File: config.mk
export PLATFORM = sky130hd
export DESIGN_NAME = ncu_sii_rx
export DESIGN_NICKNAME = d
export VERILOG_FILES = /design/src/rtl/ncu_sii_pkg.sv /design/src/rtl/ncu_sii_rx_fifo.sv /design/src/rtl/ncu_sii_rx.sv
export SDC_FILE = /design/constraint.sdc
export NUM_CORES = 1
export LEC_CHECK = 0
export ABC_CLOCK_PERIOD_IN_PS = 14100
export CAP_MARGIN = 15
export CORE_UTILIZATION = 35
export DETAILED_ROUTE_END_ITERATION = 16
export SYNTH_ARGS = -nofsm -noshare
export SYNTH_HDL_FRONTEND = slang
export SYNTH_SLANG_ARGS = --single-unit
File: constraint.sdc
create_clock -name iol2clk_i -period 14.1 [get_ports iol2clk_i]
set_input_delay 2.82 -clock iol2clk_i [delete_from_list [all_inputs] [get_ports iol2clk_i]]
set_output_delay 2.82 -clock iol2clk_i [all_outputs]
set_load 0.01 [all_outputs]
File: src/rtl/ncu_sii_pkg.sv
`default_nettype none
// ============================================================================
// Module  : ncu_sii_pkg
// Purpose : Shared types and constants for the NCU-side SII packet receiver.
//           Holds the receive FSM state encoding, packet geometry, header
//           field positions and the per-half parity check helper.
// Ports   : (package - none)
// Rev     : 1.0  initial release
// ============================================================================
package ncu_sii_pkg;

    // Receive FSM states
    typedef enum logic [1:0] {
        ST_IDLE = 2'd0,
        ST_GNT  = 2'd1,
        ST_BEAT = 2'd2
    } state_e;

    // Packet geometry
    localparam int BEATS  = 4;
    localparam int BEAT_W = 32;
    localparam int PKT_W  = 128;
    localparam int HDR_W  = 16;

    // Beat 0 sits in the top 32 bits; the header is its low half
    localparam int HDR_POS_LSB = PKT_W - BEAT_W;

    // Header field positions within the 16-bit header
    localparam int HDR_TYPE_MSB = 15;
    localparam int HDR_TYPE_LSB = 13;
    localparam int HDR_ID_MSB   = 12;
    localparam int HDR_ID_LSB   = 9;
    localparam int HDR_INFO_MSB = 8;
    localparam int HDR_INFO_LSB = 0;

    // Returns 1 when the parity bit does not match its 16-bit half.
    // Even parity: dparity = XOR(half). Odd parity: dparity = ~XOR(half).
    function automatic logic half_perr(input logic [15:0] half,
                                       input logic        dpar,
                                       input logic        odd);
        return (^half) ^ odd ^ dpar;
    endfunction

endpackage : ncu_sii_pkg
`default_nettype wire

File: src/rtl/ncu_sii_rx_fifo.sv
`default_nettype none
// ============================================================================
// Module  : ncu_sii_rx_fifo
// Purpose : Synchronous packet FIFO holding {perr, packet} entries.
// Ports   : iol2clk_i    - clock
//           reset_i      - synchronous active-high reset
//           push_i       - write push_data_i at the tail
//           push_data_i  - entry to write
//           pop_i        - drop the head entry (ignored when empty)
//           vld_o        - head entry valid
//           occ_o        - number of stored entries
//           head_o       - head entry, zero while empty
// Rev     : 1.0  initial release
// ============================================================================
module ncu_sii_rx_fifo
    import ncu_sii_pkg::*;
#(
    parameter int DEPTH = 2,
    parameter int WIDTH = PKT_W + 1,
    localparam int OCC_W = $clog2(DEPTH + 1),
    localparam int PTR_W = $clog2(DEPTH)
) (
    input  logic             iol2clk_i,
    input  logic             reset_i,
    input  logic             push_i,
    input  logic [WIDTH-1:0] push_data_i,
    input  logic             pop_i,
    output logic             vld_o,
    output logic [OCC_W-1:0] occ_o,
    output logic [WIDTH-1:0] head_o
);

    logic [WIDTH-1:0] mem_q [DEPTH];
    logic [PTR_W-1:0] rd_q;
    logic [PTR_W-1:0] wr_q;
    logic [OCC_W-1:0] occ_q;
    logic             pop_ok_d;
    logic             push_ok_d;

    // Pointer increment with explicit wrap so non-power-of-two depths work
    function automatic logic [PTR_W-1:0] next_ptr(input logic [PTR_W-1:0] p);
        return (p == PTR_W'(DEPTH - 1)) ? '0 : p + 1'b1;
    endfunction

    always_comb begin
        pop_ok_d  = pop_i && (occ_q != '0);
        // A push into a full FIFO is only accepted when the head leaves
        // in the same cycle.
        push_ok_d = push_i && ((occ_q != OCC_W'(DEPTH)) || pop_ok_d);
    end

    always_ff @(posedge iol2clk_i) begin
        if (reset_i) begin
            rd_q  <= '0;
            wr_q  <= '0;
            occ_q <= '0;
        end else begin
            if (push_ok_d) begin
                mem_q[wr_q] <= push_data_i;
                wr_q        <= next_ptr(wr_q);
            end
            if (pop_ok_d) begin
                rd_q <= next_ptr(rd_q);
            end
            case ({push_ok_d, pop_ok_d})
                2'b10:   occ_q <= occ_q + 1'b1;
                2'b01:   occ_q <= occ_q - 1'b1;
                default: occ_q <= occ_q;
            endcase
        end
    end

    assign vld_o  = (occ_q != '0);
    assign occ_o  = occ_q;
    // Mask the head when empty so stale entries never appear on the outputs
    assign head_o = vld_o ? mem_q[rd_q] : '0;

endmodule : ncu_sii_rx_fifo
`default_nettype wire

File: src/rtl/ncu_sii_rx.sv
`default_nettype none
// ============================================================================
// Module  : ncu_sii_rx
// Purpose : Receives 4-beat packets from the SII: grants a request when the
//           packet FIFO has room, assembles the beats, checks per-half parity
//           and buffers completed packets for the downstream consumer.
// Ports   : iol2clk_i         - clock
//           reset_i           - synchronous active-high reset
//           sii_ncu_req_i     - SII has a packet
//           sii_ncu_data_i    - payload beat
//           sii_ncu_dparity_i - parity, [1] for data[31:16], [0] for [15:0]
//           ncu_sii_gnt_o     - one-cycle grant pulse
//           rx_vld_o          - head packet valid
//           rx_rdy_i          - consumer accepts head packet
//           rx_pkt_o          - head packet, beat 0 in [127:96]
//           rx_hdr_o          - head packet header
//           rx_perr_o         - head packet had a parity error
//           perr_sticky_o     - any parity error seen since reset
// Rev     : 1.0  initial release
// ============================================================================
module ncu_sii_rx
    import ncu_sii_pkg::*;
#(
    parameter int FIFO_DEPTH = 2,
    parameter bit ODD_PARITY = 1'b0
) (
    input  logic               iol2clk_i,
    input  logic               reset_i,
    input  logic               sii_ncu_req_i,
    input  logic [BEAT_W-1:0]  sii_ncu_data_i,
    input  logic [1:0]         sii_ncu_dparity_i,
    output logic               ncu_sii_gnt_o,
    output logic               rx_vld_o,
    input  logic               rx_rdy_i,
    output logic [PKT_W-1:0]   rx_pkt_o,
    output logic [HDR_W-1:0]   rx_hdr_o,
    output logic               rx_perr_o,
    output logic               perr_sticky_o
);

    localparam int OCC_W = $clog2(FIFO_DEPTH + 1);

    state_e                      state_q;
    logic [1:0]                  cnt_q;
    logic                        gnt_q;
    logic [PKT_W-BEAT_W-1:0]     pkt_q;     // beats 0..2; beat 3 goes straight in
    logic                        perr_q;
    logic                        sticky_q;

    logic                        beat_err_d;
    logic                        push_d;
    logic [PKT_W:0]              push_data_d;
    logic                        space_d;

    logic [OCC_W-1:0]            occ;
    logic                        fifo_vld;
    logic [PKT_W:0]              fifo_head;

    always_comb begin
        beat_err_d  = half_perr(sii_ncu_data_i[31:16], sii_ncu_dparity_i[1], ODD_PARITY)
                    | half_perr(sii_ncu_data_i[15:0],  sii_ncu_dparity_i[0], ODD_PARITY);
        // Last beat is pushed in the cycle it is sampled
        push_d      = (state_q == ST_BEAT) && (cnt_q == 2'(BEATS - 1));
        push_data_d = {perr_q | beat_err_d, pkt_q, sii_ncu_data_i};
        // Occupancy already includes a packet pushed at the previous edge,
        // so at most one transfer can ever be in flight toward a free slot.
        space_d     = (occ < OCC_W'(FIFO_DEPTH));
    end

    always_ff @(posedge iol2clk_i) begin
        if (reset_i) begin
            state_q  <= ST_IDLE;
            cnt_q    <= '0;
            gnt_q    <= 1'b0;
            pkt_q    <= '0;
            perr_q   <= 1'b0;
            sticky_q <= 1'b0;
        end else begin
            gnt_q <= 1'b0;
            case (state_q)
                ST_IDLE: begin
                    if (sii_ncu_req_i && space_d) begin
                        state_q <= ST_GNT;
                        gnt_q   <= 1'b1;
                    end
                end
                ST_GNT: begin
                    state_q <= ST_BEAT;
                    cnt_q   <= '0;
                    perr_q  <= 1'b0;
                end
                ST_BEAT: begin
                    pkt_q  <= {pkt_q[PKT_W-2*BEAT_W-1:0], sii_ncu_data_i};
                    perr_q <= perr_q | beat_err_d;
                    if (beat_err_d) begin
                        sticky_q <= 1'b1;
                    end
                    if (cnt_q == 2'(BEATS - 1)) begin
                        state_q <= ST_IDLE;
                        cnt_q   <= '0;
                    end else begin
                        cnt_q <= cnt_q + 1'b1;
                    end
                end
                default: state_q <= ST_IDLE;
            endcase
        end
    end

    ncu_sii_rx_fifo #(
        .DEPTH (FIFO_DEPTH),
        .WIDTH (PKT_W + 1)
    ) u_fifo (
        .iol2clk_i   (iol2clk_i),
        .reset_i     (reset_i),
        .push_i      (push_d),
        .push_data_i (push_data_d),
        .pop_i       (rx_rdy_i),
        .vld_o       (fifo_vld),
        .occ_o       (occ),
        .head_o      (fifo_head)
    );

    assign ncu_sii_gnt_o = gnt_q;
    assign perr_sticky_o = sticky_q;
    assign rx_vld_o      = fifo_vld;
    assign rx_perr_o     = fifo_head[PKT_W];
    assign rx_pkt_o      = fifo_head[PKT_W-1:0];
    assign rx_hdr_o      = {fifo_head[HDR_POS_LSB+HDR_TYPE_MSB : HDR_POS_LSB+HDR_TYPE_LSB],
                            fifo_head[HDR_POS_LSB+HDR_ID_MSB   : HDR_POS_LSB+HDR_ID_LSB],
                            fifo_head[HDR_POS_LSB+HDR_INFO_MSB : HDR_POS_LSB+HDR_INFO_LSB]};

endmodule : ncu_sii_rx
`default_nettype wire
==> key figures, run 1 <==
Timing
  • Setup TNS: 0 ns
  • Clock skew: 0.01498 ns
  • Rel. slew slack: 0.2900
  • Final worst slack: 8.048 ns
  • Minimum clock period: 6.052 ns
  • Final setup violation count: 0
  • Final hold vios: 0
  • Fin crit share: 0.4292
  • RSZ-0062 raised after global routing: false
  • Slew @ Worst Pin: 1.065 ns
  • Max Slew Vio Count: 0
  • F_max: 165.2 MHz

Floorplan
  • Total core area: 0.03901 mm²
  • I/O pins: 186
  • Starting Density: 0.3579
  • FP Rows: 72
  • Die width: 201.7 µm
  • Chip height: 201.7 µm
  • Die area: 0.04069 mm²

Logic synthesis
  • Register area share after synthesis: 0.7098
  • Syn_nets: 1008
  • FF+latch count, synth: 366
  • Post-Syn Instances: 965
  • Avg Inst Size Synth: 14.47 µm²
  • Synth unique cells: 26
  • Cell Area, Synth: 0.01396 mm²
  • Syn. warnings: 0

Detailed routing
  • DRC: 0
  • DRT Pass-1 Iters: 4
  • Vias: 7754
  • Final WL: 28620 µm
  • Routed WL per cell: 17.01 µm
  • Drt via density: 4.607
  • Initial DRC Count: 383
  • Post-route ant nets: 0

Layout
  • Nets@finish: 1177
  • P&R area growth vs syn: 25.35%
  • Area of the multi-input gates: 0.003719 mm²
  • ANT cells: 0
  • FILL cells: 3506
  • Register Area: 0.009913 mm²
  • Finished Core Util: 0.4486
  • Most common cell after layout, fill and taps aside: edfxtp_1
  • Most frequent cells in the layout: edfxtp_1, nor2_1, mux2i_1
  • Layout cells sized above 1: 0.06352

Worst setup path
  • FF-to-FF End: u_fifo.mem_q[0][116]
  • Worst setup EP type: primary output
  • Crit path max fanout: 57
  • R2R depth: 6
  • Kind of critical path: flop to primary output
  • CP max stage delay: 0.87 ns
  • WP data required: 11.28 ns
  • Register-to-register setup slack: 10.09 ns
  • Arr. time, crit path: 3.23 ns
  • CP bufs+invs: 2
  • Worst-path cell chain: buf_4, mux2i_1, nor2_1, clkdlybuf4s50_1
  • Slowest cell on the critical path: buf_4
  • Top Family by Delay on Critical Path: buffers and inverters
  • Startpoint Class: flop
  • Crit path to: rx_pkt_o[55]
  • CP Depth: 4
  • Reg2reg start: state_q[0]

Clock network
  • H-tree Lvls: 2
  • Cts hold-fix bufs: 0
  • Worst-skew pair later-pin latency: 0.52 ns
  • Clk buf depth: 3
  • Root Buffer: clkbuf_16
  • CTS clock-pin slew for the worst setup and hold paths: 0.06 ns
  • TritonCTS clock tree: done
  • CTS buffer count: 40
  • Total setup buffers inserted after CTS: 0
  • CTS resizes: 0
  • Clock tree sinks: 366

Power and ir drop
  • PD cells: 128.6 mW/mm²
  • VDD IR max: 0.07981 mV
  • Leakage power: 5.467 nW

GRT
  • M1 GR Usage: 0.1916
  • Number of antenna violations at the first check in global routing: 0
  • Vias in the first global route: 7791
  • Largest net degree at the start of global routing: 70
  • GR peak layer: met2
  • GRT met3 Usage: 0.02397
  • GR Util All Layers: 0.1394
  • First-pass GRT wire length: 44310 µm
  • Met2 usage: 0.2291
  • GRT overflow: 0

Run status
  • Status: finished clean

Place
  • Port bufs: 185
  • Place WS: 8.125 ns
  • Post-DP HPWL: 17410 µm
  • Final weighted congestion in routability-driven placement: 0.6910

Worst hold path
  • Hold Crit Class: flop to flop
  • HP Start: pkt_q[73]

Flow run
  • # Max-Cap Violations: 0
worst min-delay path by stage:
stage,to,slack [ns],depth (start not counted)
after CTS,u_fifo.mem_q[0][105],0.45,0
after floorplan,u_fifo.mem_q[0][100],0.42,0
after global placement,u_fifo.mem_q[1][114],0.43,0
final,u_fifo.mem_q[1][105],0.45,0
after detailed placement,u_fifo.mem_q[0][112],0.44,0
after global routing,u_fifo.mem_q[0][111],0.46,0
state kept, by name, summed over array words and instances, names as in the netlist, 2 cells and up, named ones only:
signal / count
cnt_q: 2
pkt_q: 96
state_q: 2
u_fifo.mem_q: 258
u_fifo.occ_o: 2
cell usage after synthesis:
library cell	instances	share of area
a21oi_1	6	0.0022
a221oi_2	1	0.0011
and2_1	1	0.00045
buf_1	3	0.00081
buf_2	20	0.0072
buf_4	16	0.0086
clkbuf_1	29	0.0078
dfxtp_1	108	0.15
edfxtp_1	258	0.55
ha_1	5	0.0045
inv_1	6	0.0016
mux2i_1	225	0.16
nand2_1	1	0.00027
nand2b_1	3	0.0013
nand3_1	2	0.00072
nand3b_1	1	0.00054
nor2_1	237	0.064
nor3_1	2	0.00072
nor3b_1	2	0.0011
o21ai_0	2	0.00072
o21ai_1	1	0.00036
or3_1	2	0.00090
xnor2_1	26	0.016
xnor2_2	2	0.0023
xnor3_1	2	0.0032
xor2_1	4	0.0025
through the flow:
stage | instances | hold WS, ns | total power, mW | cell area [µm²]
final | 1683 | 0.4469 | 2.250 | 17500
after floorplan | 965 | 0.4249 | 1.235 | 13960
after global placement | 1610 | 0.4327 | 1.271 | 16230
after CTS | 1683 | 0.4499 | 2.275 | 17500
after detailed placement | 1610 | 0.4387 | 1.272 | 16230
after global routing | 1683 | 0.4634 | 2.324 | 17500
final cells by class:
class | instances | share of cell area
Timing Repair Buffer | 195 | 0.1100
Sequential cell | 366 | 0.5665
Clock inverter | 14 | 0.009151
Clock buffer | 59 | 0.06363
Multi-Input combinational cell | 525 | 0.2125
Inverter | 6 | 0.001287
Tap cell | 518 | 0.03703
routing by layer:
metal	vias to the layer above	routed length [µm]
met5	-	0
met4	0	489
met3	44	1329
met2	164	13470
met1	3807	13330
li1	3739	-
cell families after synthesis:
| family | share of synthesized area |
|---|---|
| mux | 0.1613 |
| compound gates | 0.004301 |
| simple gates | 0.06973 |
| buf+inv | 0.02599 |
| flops | 0.7098 |
| fa+ha+maj | 0.004481 |
| xor+xnor | 0.02438 |
power by group:
part	total, mW	switching, mW	internal [mW]
registers	1.16	0.00657	1.15
logic	0.0912	0.0487	0.0426
clock network	1.00	0.398	0.604
total	2.25	0.453	1.80
No activity file was read; power rests on OpenSTA's default activity.
==> run 2, diff against run 1 <==
- ABC_CLOCK_PERIOD_IN_PS: 14100 -> 5000
- clock period: 14.1 -> 5 ns (I/O delays scaled with it)
==> key figures, run 2 (same netlist as run 1, synthesis figures left out) <==
Run status
  • Status: finished clean

Timing
  • Max Slew Vio Count: 0
  • Fin crit share: 0.7425
  • Final hold vios: 0
  • Rel. slew slack: 0.3373
  • Setup TNS: 0 ns
  • Final setup violation count: 0
  • Clock skew: 0.01385 ns
  • Minimum clock period: 3.713 ns
  • Hold WS: 0.4535 ns
  • RSZ-0062 raised after global routing: false
  • F_max: 269.4 MHz
  • Slew @ Worst Pin: 0.9940 ns
  • Final worst slack: 1.287 ns

Worst setup path
  • Kind of critical path: flop to primary output
  • Slowest cell on the critical path: nor2_4
  • Reg2reg start: u_fifo.occ_o[1]
  • CP bufs+invs: 2
  • Startpoint Class: flop
  • Worst-path cell chain: nor2_4, buf_4, nor2_1, clkdlybuf4s50_1
  • CP max stage delay: 0.79 ns
  • Arr. time, crit path: 2.71 ns
  • Top Family by Delay on Critical Path: simple AND/OR/NAND/NOR gates
  • Crit path max fanout: 29
  • CP Launch Point: u_fifo.occ_o[1]
  • Worst setup EP type: primary output
  • WP data required: 4.00 ns

Layout
  • ANT cells: 0
  • Largest register FFs: 258
  • Most common cell after layout, fill and taps aside: edfxtp_1
  • Final Non-Filler Cells: 1686
  • Nets@finish: 1180
  • P&R area growth vs syn: 25.47%
  • Final non-filler cell area: 0.01752 mm²
  • Layout cells sized above 1: 0.06421
  • Top reg by flops: u_fifo.mem_q
  • Finished Core Util: 0.4491
  • Most frequent cells in the layout: edfxtp_1, nor2_1, mux2i_1
  • Largest registers: u_fifo.mem_q: 258 flops, pkt_q: 96 flops

Floorplan
  • Starting Density: 0.3579
  • Total core area: 0.03901 mm²
  • Die width: 201.7 µm
  • I/O pins: 186
  • Chip height: 201.7 µm
  • Die area: 0.04069 mm²
  • FP Rows: 72

Clock network
  • Clk buf depth: 3
  • TritonCTS clock tree: done
  • Total setup buffers inserted after CTS: 0
  • Cts hold-fix bufs: 0
  • Root Buffer: clkbuf_16
  • CTS buffer count: 39
  • Clock tree sinks: 366
  • CTS resizes: 0
  • CTS clock-pin slew for the worst setup and hold paths: 0.06 ns
  • H-tree Lvls: 2
  • Worst-skew pair later-pin latency: 0.53 ns

Power and ir drop
  • VDD IR max: 0.2302 mV
  • Leakage power: 5.464 nW
  • PD cells: 352.0 mW/mm²
  • Tot Pwr: 6.167 mW

Detailed routing
  • DRC: 0
  • Initial DRC Count: 337
  • Vias: 7760
  • Routed WL per cell: 17.50 µm
  • Drt via density: 4.603
  • Final WL: 29500 µm
  • DRT Pass-1 Iters: 4
  • Post-route ant nets: 0

Place
  • Place WS: 1.609 ns
  • Port bufs: 185
  • Area after DPL: 0.01635 mm²
  • Post-DP HPWL: 17720 µm
  • Post-Place Cells: 1614
  • Final weighted congestion in routability-driven placement: 0.6958

GRT
  • First-pass GRT wire length: 45780 µm
  • GR Util All Layers: 0.1458
  • Largest net degree at the start of global routing: 130
  • GRT overflow: 0
  • Number of antenna violations at the first check in global routing: 1
  • Vias in the first global route: 7811

Flow run
  • # Max-Cap Violations: 0

Worst hold path
  • HP Start: pkt_q[73]
  • Hold Crit Class: flop to flop
## run 2: cell types whose count changed in the layout (fill, tap and decap cells not counted), sizes merged
cell	change
buf	+4
bufinv	-2
clkbuf	-2
clkinv	+4
clkinvlp	-2
inv	+1
## run 2: power by group
| part | total (mW) | internal [mW] | switching (mW) |
|---|---|---|---|
| logic | 0.256 | 0.120 | 0.136 |
| clock network | 2.65 | 1.52 | 1.13 |
| registers | 3.26 | 3.24 | 0.0193 |
## run 2: final timing paths
check | end | slack, ns | cells past startpoint
setup / recovery | rx_hdr_o[15] | 1.29 | 4
hold / removal | u_fifo.mem_q[1][105] | 0.45 | 0
setup reg to reg | u_fifo.occ_o[1] | 2.49 | 6
hold reg to reg | u_fifo.mem_q[1][105] | 0.45 | 0
## run 2: worst register-to-register path, delay by kind of cell (launching register included)
kind / cells / cell delay (ns)
simple gates: 3 / 1.39
buf+inv: 1 / 0.19
flops: 1 / 0.38
fa+ha+maj: 1 / 0.32
compound gates: 1 / 0.15
## run 2: layout make-up
| type | count | area, µm² |
|---|---|---|
| flip-flops and latches | 366 | 9913 |
| inverters | 6 | 22.52 |
| clock inverters | 15 | 108.9 |
| repair buffers | 199 | 2017 |
| multi-input cells | 525 | 3754 |
| well taps | 518 | 648.1 |
| clock buffers | 57 | 1054 |
| fillers | 3514 | 21490 |
## run 2: layer usage
layer  up-vias  routed length [µm]  global-route usage
met5         -                  13                   0
met4         2                 484             0.04031
met2       185               13900              0.2353
met1      3789               13640              0.1997
li1       3749                   -                   -
met3        35                1453             0.02883
